File: src/rtl/arb_stream_pkg.sv
// rtl/arb_stream_pkg.sv - shared arbiter stream field layout, K code and FSM encodings
package arb_stream_pkg;

  localparam int HDR_FLAG_BIT = 15;
  localparam int CH_MSB       = 14;
  localparam int CH_LSB       = 11;
  localparam int LEN_MSB      = 10;
  localparam int LEN_LSB      = 0;

  localparam logic [15:0] K_CODE = 16'h00BC;

  localparam logic [0:0] ST_IDLE    = 1'b0;
  localparam logic [0:0] ST_PAYLOAD = 1'b1;

  typedef struct packed {
    logic        is_hdr;
    logic [3:0]  ch;
    logic [10:0] len;
  } hdr_t;

  // Split a raw stream word into header fields; is_hdr is only the flag bit.
  function automatic hdr_t hdr_decode(input logic [15:0] word);
    hdr_t h;
    h.is_hdr = word[HDR_FLAG_BIT];
    h.ch     = word[CH_MSB:CH_LSB];
    h.len    = word[LEN_MSB:LEN_LSB];
    return h;
  endfunction

endpackage

File: src/rtl/sat_cnt16.sv
// rtl/sat_cnt16.sv - 16-bit up counter with enable that sticks at all-ones
module sat_cnt16 (
  input  logic        i_clk,
  input  logic        i_rst_n,
  input  logic        i_en,
  output logic [15:0] o_cnt
);

  logic [15:0] r_cnt;

  // Count on enable, hold once the top value is reached.
  always_ff @(posedge i_clk or negedge i_rst_n) begin
    if (!i_rst_n) begin
      r_cnt <= '0;
    end else if (i_en && (r_cnt != 16'hFFFF)) begin
      r_cnt <= r_cnt + 16'd1;
    end
  end

  assign o_cnt = r_cnt;

endmodule

File: src/rtl/arb_stream_rx.sv
// rtl/arb_stream_rx.sv - arbiter stream receiver: header decode, payload framing, counters
module arb_stream_rx
  import arb_stream_pkg::*;
#(
  parameter int MAXLEN = 1024,
  parameter int CHANS  = 16
) (
  input  logic        clk,
  input  logic        rst_n,
  input  logic [15:0] din,
  input  logic        kchar,
  output logic [15:0] dout,
  output logic [3:0]  ch,
  output logic        dvalid,
  output logic        sop,
  output logic        eop,
  output logic        err,
  output logic [15:0] pkt_cnt,
  output logic [15:0] err_cnt
);

  localparam logic [11:0] LP_MAXLEN = 12'(MAXLEN);
  localparam logic [4:0]  LP_CHANS  = 5'(CHANS);

  logic        r_run;
  logic [0:0]  r_state;
  logic [10:0] r_rem;
  logic [10:0] r_len;
  logic [3:0]  r_ch;
  logic [15:0] r_dout;
  logic        r_dvalid;
  logic        r_sop;
  logic        r_eop;
  logic        r_err;

  hdr_t        w_hdr;
  logic        w_hdr_legal;
  logic        w_idle_dec;
  logic        w_pay_dec;
  logic        w_take;
  logic        w_abort;
  logic        w_last;
  logic        w_open;
  logic        w_empty;
  logic        w_err;
  logic        w_pkt;

  assign w_hdr       = hdr_decode(din);
  assign w_hdr_legal = w_hdr.is_hdr
                     && ({1'b0, w_hdr.len} <= LP_MAXLEN)
                     && ({1'b0, w_hdr.ch} < LP_CHANS);

  // K symbols in IDLE are simply skipped, so only data words reach the decoder.
  assign w_idle_dec = r_run && (r_state == ST_IDLE) && !kchar;
  assign w_pay_dec  = r_run && (r_state == ST_PAYLOAD);
  assign w_take     = w_pay_dec && !kchar;
  assign w_abort    = w_pay_dec && kchar;
  assign w_last     = w_take && (r_rem == 11'd1);
  assign w_open     = w_idle_dec && w_hdr_legal && (w_hdr.len != 11'd0);
  assign w_empty    = w_idle_dec && w_hdr_legal && (w_hdr.len == 11'd0);
  assign w_err      = (w_idle_dec && !w_hdr_legal) || w_abort;
  assign w_pkt      = w_empty || w_last;

  // Reset release flop: decoding starts one edge after rst_n rises.
  always_ff @(posedge clk or negedge rst_n) begin
    if (!rst_n) begin
      r_run <= 1'b0;
    end else begin
      r_run <= 1'b1;
    end
  end

  // Framing FSM, remaining-word counter and registered output word.
  always_ff @(posedge clk or negedge rst_n) begin
    if (!rst_n) begin
      r_state  <= ST_IDLE;
      r_rem    <= '0;
      r_len    <= '0;
      r_ch     <= '0;
      r_dout   <= '0;
      r_dvalid <= 1'b0;
      r_sop    <= 1'b0;
      r_eop    <= 1'b0;
      r_err    <= 1'b0;
    end else begin
      r_dvalid <= w_take;
      r_sop    <= w_take && (r_rem == r_len);
      r_eop    <= w_last;
      r_err    <= w_err;
      if (w_take) begin
        r_dout <= din;
      end
      if (w_open) begin
        r_state <= ST_PAYLOAD;
        r_ch    <= w_hdr.ch;
        r_len   <= w_hdr.len;
        r_rem   <= w_hdr.len;
      end else if (w_take) begin
        r_rem <= r_rem - 11'd1;
        if (w_last) begin
          r_state <= ST_IDLE;
        end
      end else if (w_abort) begin
        r_state <= ST_IDLE;
        r_rem   <= '0;
      end
    end
  end

  sat_cnt16 u_pkt_cnt (
    .i_clk   (clk),
    .i_rst_n (rst_n),
    .i_en    (w_pkt),
    .o_cnt   (pkt_cnt)
  );

  sat_cnt16 u_err_cnt (
    .i_clk   (clk),
    .i_rst_n (rst_n),
    .i_en    (w_err),
    .o_cnt   (err_cnt)
  );

  assign dout   = r_dout;
  assign ch     = r_ch;
  assign dvalid = r_dvalid;
  assign sop    = r_sop;
  assign eop    = r_eop;
  assign err    = r_err;

endmodule

File: config.mk
export PLATFORM = sky130hd
export DESIGN_NAME = arb_stream_rx
export DESIGN_NICKNAME = d
export VERILOG_FILES = /design/src/rtl/arb_stream_pkg.sv /design/src/rtl/sat_cnt16.sv /design/src/rtl/arb_stream_rx.sv
export SDC_FILE = /design/constraint.sdc
export NUM_CORES = 1
export LEC_CHECK = 0
export CAP_MARGIN = 25
export CORE_MARGIN = 1.5
export CORE_UTILIZATION = 56
export DETAILED_ROUTE_END_ITERATION = 8
export PLACE_DENSITY = 0.91
export SYNTH_ARGS = -nofsm -noshare
export SYNTH_HDL_FRONTEND = slang
export SYNTH_HIERARCHICAL = 1
export SYNTH_SLANG_ARGS = --single-unit
File: constraint.sdc
create_clock -name clk -period 4.6 [get_ports clk]
set_input_delay 0.92 -clock clk [delete_from_list [all_inputs] [get_ports clk]]
set_output_delay 0.92 -clock clk [all_outputs]
set_load 0.01 [all_outputs]
Yosys cells after proc, flatten, opt, wreduce, memory -nomap -nowiden:

Index checks and enable logic that the tools add are counted.
W data, S select, Z words.

* add/subtract/negate cells: 3
* multipliers: 0
* div/mod/pow operators: 0
* order comparisons: 1
* equality and inequality tests: 5
* shift-type cells: 0
* multiplexer cells: 7
* bitwise operators: 1
* reduce and logical (&&, ||, !) cells: 22

Operators by type and width (number)
* $mux W11: 3
* $add A16 B1 Y16 const B: 2
* $ne A16 B16 Y1 const B: 2
* $logic_and A1 B1 Y1: 14
* $eq A11 B1 Y1 const B: 1
* $eq A11 B11 Y1: 1
* $le A11 B11 Y1 const B: 1
* $logic_not A11 Y1: 1
* $reduce_bool A11 Y1: 1
* $sub A11 B1 Y11 const B: 1
* $mux W1: 4
* $ne A3 B1 Y1 const B: 1
* $reduce_bool A3 Y1: 1
* $logic_not A1 Y1: 2
* $logic_or A1 B1 Y1: 2
* $reduce_and A2 Y1: 1
* $not A1 Y1: 1

* bits in registers: 80
* bits in latches: 0
* memory bits (writable): 0
* bits in read-only memories: 0
* bits of input ports: 19
* output and inout port bits: 56
* memories kept: 0

Logic depth before layout (Yosys ltp):

Gate-level depths: netlist (run 1).

* depth after elaboration: 7
* mapped depth: 9
* mapped depth without buffers: 9

Cells and area by module:

Netlist (run 1), hierarchy kept.

By module, submodules not included
* arb_stream_rx: times used 1, cells an instance 218, area each 2269.7 um2, seq. area each 1201.2 um2
* sat_cnt16: times used 2, cells an instance 72, area each 859.6 um2, seq. area each 400.4 um2

Least setup slack after synthesis (run 1):

No wires, ideal clock.

* kind: input to register
* start point: input port kchar
* end point: register u_pkt_cnt.r_cnt[5], in the netlist u_pkt_cnt/o_cnt[5]
* setup time: 0.119 ns
* arrival: 2.690 ns
* required time: 4.481 ns
* setup slack: 1.792 ns
* stages on the path: 8
* cells stage by stage: nand4bb_1 -> nor2_1 -> clkbuf_1 -> a21o_1 -> and3_1 -> and4_2 -> o211ai_1 -> o21a_1

* word-level cells in the longest chain between the ends: 6
* elaborated cells between the ends (all ways): 8
* classes of those cells: reduce/logical (8)

Ends and longest elaborated chain
* start, declared: RTL line arb_stream_rx.sv:11 `input logic kchar,`
* $logic_not A1 Y1 *: RTL line arb_stream_rx.sv:54, arb_stream_rx.sv:56
* $logic_and A1 B1 Y1: RTL line arb_stream_rx.sv:54 `assign w_idle_dec = r_run && (r_state == ST_IDLE) && !kchar;`
* $logic_and A1 B1 Y1 (2 in series): RTL line arb_stream_rx.sv:60 `assign w_empty = w_idle_dec && w_hdr_legal && (w_hdr.len == 11'd0);`
* $logic_or A1 B1 Y1 *: RTL line arb_stream_rx.sv:62 `assign w_pkt = w_empty || w_last;`
* via w_pkt: RTL line arb_stream_rx.sv:46 `logic w_pkt;`
* $logic_and A1 B1 Y1 *: RTL line sat_cnt16.sv:15 `end else if (i_en && (r_cnt != 16'hFFFF)) begin`
* end signal, assigned: RTL line sat_cnt16.sv:16 `r_cnt <= r_cnt + 16'd1;`
* end, declared: RTL line sat_cnt16.sv:9 `logic [15:0] r_cnt;`

The timed path passes the listed nets; every way through them passes the cells marked *.
A chain may end at the register's enable or synchronous reset.

Final worst setup path (run 1):

* start point: input port din[6]
* end point: register u_err_cnt.r_cnt[7], in the netlist u_err_cnt/o_cnt[7]

* word-level cells in the longest chain between the ends: 6

Ends and longest elaborated chain
* start, declared: RTL line arb_stream_rx.sv:10 `input logic [15:0] din,`
* $le A11 B11 Y1: RTL line arb_stream_rx.sv:50 `&& ({1'b0, w_hdr.len} <= LP_MAXLEN)`
* $logic_and A1 B1 Y1: RTL line arb_stream_rx.sv:50
* $logic_not A1 Y1: RTL line arb_stream_rx.sv:61 `assign w_err = (w_idle_dec && !w_hdr_legal) || w_abort;`
* $logic_and A1 B1 Y1: RTL line arb_stream_rx.sv:61
* $logic_or A1 B1 Y1: RTL line arb_stream_rx.sv:61
* via w_err: RTL line arb_stream_rx.sv:45 `logic w_err;`
* $logic_and A1 B1 Y1: RTL line sat_cnt16.sv:15
* end signal, assigned: RTL line sat_cnt16.sv:16
* end, declared: RTL line sat_cnt16.sv:9

The timed path passes the listed nets, and every way through them passes these cells.

==> impl_metrics.py, run 1 <==
metrics = {
    "worst_setup_path": {
        "critPathLaunchType": "input pin",
        "required_ps": 4810,
        "cp.arrival_ps": 3600,
        "worstSetupPathType": "in -> reg",
        "max_stage_delay_ps": 570,
        "r2r_setup_slack_ps": 2110,
        "crit_top_cell": "a31oi_1",
        "crit_chain": "clkdlybuf4s50_1 > nor4_1 > a31oi_1 > o21ai_0 > a21boi_0 > and3_1 > and4_2 > a31oi_1 > a31oi_1",
        "worst-path-max-fanout": 6,
        "crit_slowest_cell": "nor4_1",
        "endpoint_kind": "register",
    },
    "power_and_ir_drop": {
        "p_int_mw": 1.48,
        "switching_share_pct": 31.6,
        "clkPwrFrac_pct": 26.5,
        "ir_drop_uv": 283,
        "total_leakage_power_nw": 2.28,
        "comb_power_share_pct": 27.4,
        "p_per_area_mw_per_mm2": 429,
        "sequentialPowerShare_pct": 46.1,
        "p_sw_mw": 0.684,
    },
    "clock_network": {
        "holdBufCountCts": 0,
        "htree_levels": 3,
        "cts_made_buffers": 9,
        "clkSinkCount": 80,
        "clk_path_buf_depth": 2,
        "clock_latency_ps": 350,
        "post_cts_resized": 0,
        "clk_pin_slew_ps": 80,
        "cts_tree": "built",
        "postCtsSetupRepairBufs": 0,
        "cts-root-buf": "clkbuf_8",
    },
    "route": {
        "vias": 3150,
        "wl_um": 9180,
        "drt_iter0_drc": 198,
        "firstDrtPassIters": 4,
        "antenna_left": 0,
        "wl_per_cell_um": 17.0,
        "vias_per_cell": 5.84,
        "drcViolationCount": 0,
    },
    "final_layout": {
        "area_delta_synth_final_pct": 26.4,
        "nNetsFinal": 461,
        "mostFrequentLayoutCells": "dfrtp_1 (80), clkdlybuf4s50_1 (73), nand2_1 (57), xnor2_1 (20), nand4_1 (18)",
        "drive_gt1_share_pct": 10.6,
        "final_common_cell": "dfrtp_1",
        "fin_area_sq_mm": 0.00504,
        "diodes": 0,
    },
    "sta": {
        "tightestPinTransition_ps": 886,
        "setup_viol": 0,
        "report.final.slew_viol_count": 0,
        "finalCriticalPeriod_ps": 3390,
        "maxSlewHeadroom_pct": 40.4,
        "grt_setup_unrepaired": "false",
        "fin_crit_sh_pct": 73.7,
        "fmax_mhz": 295,
        "clock_skew_ps": 17.5,
        "setup_tns_ps": 0,
        "hold_viol": 0,
    },
    "placement": {
        "postPlaceCellArea_sq_mm": 0.00479,
        "place.gp.congestion": 0.892,
        "port-buffer-count": 74,
        "place_hpwl_um": 6390,
    },
    "floorplanning": {
        "num_rows": 30,
        "pin_count": 75,
        "start_util_pct": 58.4,
        "die_y_um": 87.4,
        "die_area_sq_mm": 0.00764,
        "core_sq_mm": 0.00683,
        "die_x_um": 87.4,
    },
    "global_route": {
        "grt_antenna_before_repair": 0,
        "grtUsageTotal_pct": 24.8,
        "grt_overflow_total": 0,
        "grt_pass1_vias": 3066,
        "grt_max_degree": 81,
        "grt_pass1_wl_um": 14700,
    },
    "logic_synthesis": {
        "synth.distinct_cells": 55,
        "synth_edf_count": 0,
        "synth_nets": 385,
        "postSynthAreaPerCell_sq_um": 11.0,
        "yosys_warnings": 6,
        "ys_seq_area_share_pct": 50.2,
        "ys_ff_latch": 80,
        "ys.flop_type": "dfrtp_1",
        "syn_inst": 362,
        "synthArstFlopShare_pct": 100,
        "netlist_area_sq_mm": 0.00399,
    },
    "flow_run": {
        "drv_cap": 0,
    },
    "worst_hold_path": {
        "hold_path_class": "in -> async",
    },
    "status": {
        "status": "finished clean",
    },
}
## kinds of logic after synthesis
kind of cell               share of synthesized area, %
and+or+nand+nor                                    23.9
buffers and inverters                              2.38
other                                            0.0940
AOI/OAI and AO/OA                                  13.7
DFF                                                50.2
muxes                                              2.57
adders and majority gates                          1.25
xor gates and xnor gates                           5.93
## metrics by stage
| step | worst slack [ps] | power, mW | cells | utilization (%) | hold WS, ps |
|---|---|---|---|---|---|
| 6_report | 1210 | 2.16 | 539 | 73.8 | 379 |
| 5_1_grt | 1080 | 2.28 | 539 | 73.8 | 359 |
| 4_1_cts | 1230 | 2.17 | 538 | 73.4 | 490 |
| 3_5_place_dp | 876 | 1.59 | 522 | 70.2 | 467 |
| 3_3_place_gp | 1050 | 1.57 | 522 | 70.2 | 459 |
| 2_1_floorplan | 1790 | 1.31 | 362 | - | 470 |
## area by class of cell
cell class              count  area [sq um]
clock buffers              10           128
clock inverters             6          92.6
fillers                   488          1790
inverters                   5          18.8
multi-input cells         264          1890
flip-flops and latches     80          2000
well taps                  96           120
repair buffers             78           788
## critical path: cells and delay by family
family                 cells  cell delay [ps]
buffers and inverters      1              460
AO/OA/AOI/OAI              5             1000
AND/OR/NAND/NOR            3             1200
## registers in the layout, summed over array words and instances (netlist names)
name             count
u_err_cnt/o_cnt     16
r_len               11
r_run                1
sop                  1
r_rem               11
eop                  1
dout                16
u_pkt_cnt/o_cnt     16
err                  1
r_state              1
dvalid               1
ch                   4
## cells in the mapped netlist (all sizes together), types with 8 or more instances
cell type | count | area (sq um)
xnor2 | 20 | 175
nor4 | 9 | 116
o21a | 10 | 75.1
and3 | 8 | 50.1
nand3 | 14 | 95.1
o21ai | 9 | 45.0
a22o | 8 | 70.1
clkbuf | 9 | 33.8
nor2 | 12 | 50.1
and4 | 8 | 77.6
nand2 | 57 | 214
a21oi | 11 | 55.1
nand4 | 22 | 180
dfrtp | 80 | 2000
## power groups by stage
stage | clock, mW | combinational, mW | sequential [mW]
final | 0.574 | 0.592 | 0.996
after global routing | 0.615 | 0.644 | 1.02
after CTS | 0.583 | 0.593 | 0.995
after detailed placement | 0 | 0.584 | 1.01
after global placement | 0 | 0.571 | 0.998
after floorplan | 0 | 0.323 | 0.989
## per-layer routing
| metal | GRT usage [%] | up-vias | wire (um) | share of wire (%) |
|---|---|---|---|---|
| met5 | 0 | - | 0 | 0 |
| met2 | 40.9 | 98 | 4550 | 50 |
| met1 | 32.6 | 1544 | 4020 | 44 |
| met3 | 3.89 | 13 | 459 | 5.0 |
| li1 | - | 1495 | - | - |
| met4 | 10.1 | 0 | 143 | 1.6 |
## path summary, 6_finish.rpt
check                          from                  end  cells after the start
setup / recovery             din[6]   u_err_cnt/o_cnt[7]                      9
min in group clk            dout[9]              dout[9]                      2
setup reg to reg           r_rem[5]   u_pkt_cnt/o_cnt[5]                      8
hold / removal                rst_n             dout[12]                      1
max in group asynchronous     rst_n  u_pkt_cnt/o_cnt[15]                      2
hold reg to reg             dout[9]              dout[9]                      2
(Power assumes the default switching activity.)
==> inputs of run 2 (changes only) <==
Settings changed: CORE_UTILIZATION 56 to 47, PLACE_DENSITY 0.91 to 0.82.
Clock period 4.6 ns to 2.92 ns, I/O delays scaled along.
==> impl_metrics.py, run 2 (same netlist as run 1, synthesis figures left out) <==
metrics = {
    "status": {
        "status": "finished clean",
    },
    "placement": {
        "place_hpwl_um": 6640,
        "port-buffer-count": 74,
        "dp_slack_ps": -67.7,
        "dp_cells": 555,
        "place.gp.congestion": 0.836,
    },
    "flow_run": {
        "drv_cap": 0,
    },
    "floorplanning": {
        "start_util_pct": 48.5,
        "num_rows": 33,
        "core_sq_mm": 0.00822,
        "die_x_um": 95.1,
        "pin_count": 75,
        "die_y_um": 95.1,
        "die_area_sq_mm": 0.00905,
    },
    "clock_network": {
        "holdBufCountCts": 0,
        "clock_latency_ps": 340,
        "postCtsSetupRepairBufs": 0,
        "clk_pin_slew_ps": 80,
        "post_cts_resized": 0,
        "htree_levels": 3,
        "cts_tree": "built",
        "cts_made_buffers": 9,
        "clk_path_buf_depth": 2,
        "clkSinkCount": 80,
        "cts-root-buf": "clkbuf_8",
    },
    "worst_setup_path": {
        "worstSetupPathType": "in -> reg",
        "critPathLaunchType": "input pin",
        "cp-startpoint": "din[3]",
        "reg2reg_from": "r_rem[5]",
        "worst-path-max-fanout": 5,
        "required_ps": 3150,
        "endpoint_kind": "register",
        "cp.arrival_ps": 2910,
    },
    "route": {
        "vias": 3299,
        "drcViolationCount": 0,
        "wl_per_cell_um": 17.0,
        "firstDrtPassIters": 5,
        "antenna_left": 0,
        "drt_iter0_drc": 155,
        "wl_um": 9740,
        "vias_per_cell": 5.77,
    },
    "global_route": {
        "grt_pass1_vias": 3274,
        "grt_max_degree": 81,
        "grt_overflow_total": 0,
        "grtUsageTotal_pct": 22.6,
        "grt_pass1_wl_um": 15900,
        "grt_antenna_before_repair": 0,
    },
    "sta": {
        "finalCriticalPeriod_ps": 2680,
        "setup_viol": 0,
        "fmax_mhz": 373,
        "report.final.slew_viol_count": 0,
        "setup_tns_ps": 0,
        "setup_ws_ps": 238,
        "clock_skew_ps": 7.48,
        "grt_setup_unrepaired": "false",
        "maxSlewHeadroom_pct": 62.4,
        "hold_viol": 0,
        "tightestPinTransition_ps": 559,
        "fin_crit_sh_pct": 91.8,
    },
    "power_and_ir_drop": {
        "total_leakage_power_nw": 2.40,
        "ir_drop_uv": 413,
        "total_power_mw": 3.44,
        "p_per_area_mw_per_mm2": 658,
    },
    "final_layout": {
        "utilization_pct": 63.7,
        "final_common_cell": "dfrtp_1",
        "area_delta_synth_final_pct": 31.2,
        "final_cell_count_no_fill": 572,
        "diodes": 0,
        "mostFrequentLayoutCells": "dfrtp_1 (80), clkdlybuf4s50_1 (73), nand2_1 (57), buf_4 (28), xnor2_1 (20)",
        "drive_gt1_share_pct": 15.2,
        "nNetsFinal": 485,
    },
    "worst_hold_path": {
        "hold_path_class": "in -> async",
    },
}
-- run 2: layout make-up --
type                            instances  area (sq um)
Clock inverter                          5          80.1
Inverter                                5          18.8
Sequential cell                        80          2000
Multi-Input combinational cell        264          1890
Clock buffer                           11           141
Timing Repair Buffer                  102           968
Fill cell                             694          2980
Tap cell                              105           131
-- run 2: path summary, 6_finish.rpt --
check / depth (start not counted) / end / slack [ps]
worst max-delay path: 9 / u_pkt_cnt/o_cnt[10] / 240
worst min-delay path: 1 / dvalid / 50
worst max register to register: 8 / u_pkt_cnt/o_cnt[10] / 470
worst min register to register: 2 / dout[13] / 480
max in group asynchronous: 2 / u_err_cnt/o_cnt[7] / 2290
min in group clk: 2 / dout[13] / 480
-- run 2: worst max-delay path, cell delays in order --
cell and delay, ps:
clkdlybuf4s50_1 430, nor4_1 530, buf_4 210, and3_1 200, a21o_1 250, nand2_1 170
nor3_2 220, nand4_1 160, xnor2_1 160
-- run 2: through the flow --
stage                     area, sq um  hold slack [ps]
after floorplan                  3990              288
after global placement           4980              459
after detailed placement         4980              462
after CTS                        5210              442
after global routing             5230             47.5
final                            5230             52.5
-- run 2: where the power goes --
part | total (mW) | switching (mW) | internal, mW | leakage (nW)
sequential | 1.58 | 0.261 | 1.32 | 1.05
combinational | 0.957 | 0.417 | 0.541 | 1.25
clock | 0.906 | 0.403 | 0.504 | 0.106
-- run 2: metal layers --
layer / part of all wire (%) / track usage (%) / wire length, um
met5: 0 / 0 / 0
met4: 1.2 / 6.47 / 121
met3: 4.9 / 4.23 / 477
met2: 49 / 36.5 / 4750
met1: 45 / 30.9 / 4390
==> inputs of run 3 (changes only) <==
Settings changed: RECOVER_POWER set to 25.
==> impl_metrics.py, run 3 (same netlist as run 1, synthesis figures left out) <==
metrics = {
    "status": {
        "status": "finished, violations left",
        "violations": "capacitance limit, slew limit",
    },
    "sta": {
        "fmax_mhz": 371,
        "report.final.slew_viol_count": 73,
        "fin_crit_sh_pct": 92.4,
        "clock_skew_ps": 8.55,
        "setup_viol": 0,
        "tightestPinTransition_ps": 1750,
        "hold_slack_ps": 141,
        "grt_setup_unrepaired": "false",
        "hold_viol": 0,
        "finalCriticalPeriod_ps": 2700,
        "setup_ws_ps": 222,
        "maxSlewHeadroom_pct": -16.5,
    },
    "global_route": {
        "top_usage_layer": "met2",
        "grt_max_degree": 81,
        "grt_antenna_before_repair": 0,
        "grtUsageMet1_pct": 30.9,
        "grt_pass1_wl_um": 15900,
        "grt_pass1_vias": 3274,
        "grtUsageTotal_pct": 22.6,
        "grt_overflow_total": 0,
        "met3_usage_pct": 4.23,
        "use_met2_pct": 36.5,
    },
    "power_and_ir_drop": {
        "clkPwrFrac_pct": 26.4,
        "ir_drop_uv": 413,
        "p_per_area_mw_per_mm2": 660,
        "total_power_mw": 3.44,
        "p_int_mw": 2.36,
        "p_sw_mw": 1.08,
        "switching_share_pct": 31.3,
        "comb_power_share_pct": 27.7,
        "total_leakage_power_nw": 2.39,
        "sequentialPowerShare_pct": 45.9,
    },
    "final_layout": {
        "final_cell_count_no_fill": 572,
        "drive_gt1_share_pct": 15.0,
        "diodes": 0,
        "nNetsFinal": 485,
        "mostFrequentLayoutCells": "dfrtp_1 (80), clkdlybuf4s50_1 (73), nand2_1 (57), buf_4 (27), xnor2_1 (20)",
        "final_common_cell": "dfrtp_1",
        "area_delta_synth_final_pct": 30.6,
        "fin_area_sq_mm": 0.00521,
    },
    "floorplanning": {
        "pin_count": 75,
        "core_sq_mm": 0.00822,
        "num_rows": 33,
        "die_x_um": 95.1,
        "start_util_pct": 48.5,
        "die_area_sq_mm": 0.00905,
        "die_y_um": 95.1,
    },
    "worst_setup_path": {
        "critPathLaunchType": "input pin",
        "worstSetupPathType": "in -> reg",
        "endpoint_kind": "register",
        "required_ps": 3140,
        "reg2reg_depth": 8,
        "reg2reg_from": "r_rem[3]",
        "cp.arrival_ps": 2920,
        "r2r-end": "u_pkt_cnt/o_cnt[10]",
        "r2r_setup_slack_ps": 480,
        "worst-path-max-fanout": 5,
    },
    "clock_network": {
        "post_cts_resized": 0,
        "cts_tree": "built",
        "clk_path_buf_depth": 2,
        "postCtsSetupRepairBufs": 0,
        "cts_made_buffers": 9,
        "cts-root-buf": "clkbuf_8",
        "holdBufCountCts": 0,
        "clock_latency_ps": 340,
        "clkSinkCount": 80,
        "clk_pin_slew_ps": 80,
        "htree_levels": 3,
    },
    "route": {
        "drt_iter0_drc": 165,
        "wl_um": 9730,
        "vias": 3301,
        "drcViolationCount": 0,
        "firstDrtPassIters": 4,
        "vias_per_cell": 5.77,
        "antenna_left": 0,
        "wl_per_cell_um": 17.0,
    },
    "placement": {
        "dp_slack_ps": -67.7,
        "place_hpwl_um": 6640,
        "postPlaceCellArea_sq_mm": 0.00498,
        "port-buffer-count": 74,
        "dp_cells": 555,
        "place.gp.congestion": 0.836,
    },
    "worst_hold_path": {
        "hold_path_class": "in -> async",
    },
    "flow_run": {
        "drv_cap": 1,
    },
}
[run 3: cell types whose count changed in the layout (fill, tap and decap cells not counted)]
cell,delta
buf_16,-1
buf_4,-1
clkbuf_1,+1
clkbuf_2,+1
[run 3: worst max path at each step]
stage | start | to | slack (ps) | cells after the start
floorplan | kchar | u_pkt_cnt/o_cnt[5] | 450 | 8
global route | din[2] | u_pkt_cnt/o_cnt[6] | 20 | 10
global placement | din[2] | u_pkt_cnt/o_cnt[5] | -60 | 9
detailed placement | din[3] | u_pkt_cnt/o_cnt[10] | -70 | 9
finish | din[2] | u_pkt_cnt/o_cnt[10] | 220 | 9
CTS | din[2] | u_pkt_cnt/o_cnt[10] | 280 | 9
[run 3: power groups by stage]
| stage | combinational [mW] | sequential [mW] | clock, mW |
|---|---|---|---|
| 2_1_floorplan | 0.509 | 1.56 | 0 |
| 3_3_place_gp | 0.918 | 1.58 | 0 |
| 3_5_place_dp | 0.948 | 1.59 | 0 |
| 4_1_cts | 0.959 | 1.57 | 0.927 |
| 5_1_grt | 1.04 | 1.61 | 0.973 |
| 6_report | 0.950 | 1.58 | 0.908 |
[run 3: layout make-up]
class	instances	area [sq um]
Multi-Input combinational cell	264	1890
Clock inverter	5	80.1
Clock buffer	11	141
Fill cell	697	3010
Inverter	5	18.8
Sequential cell	80	2000
Timing Repair Buffer	102	942
Tap cell	105	131
[run 3: metrics by stage]
step / setup TNS (ps) / util, %
2_1_floorplan: 0 / -
3_3_place_gp: -300 / 60.7
3_5_place_dp: -306 / 60.7
4_1_cts: 0 / 63.4
5_1_grt: 0 / 63.4
6_report: 0 / 63.4
[run 3: critical path, stage by stage]
cell and delay [ps]:
clkdlybuf4s50_1 420, nor4_1 540, buf_4 210, and3_1 200
a21o_1 250, nand2_1 180, nor3_2 220, nand4_1 160
xnor2_1 160
[run 3: routing by layer]
metal / vias to the layer above / routed length (um) / share of wire [%]
li1: 1536 / - / -
met1: 1666 / 4310 / 44
met4: 0 / 44 / 0.45
met5: - / 0 / 0
met3: 6 / 533 / 5.5
met2: 93 / 4850 / 50
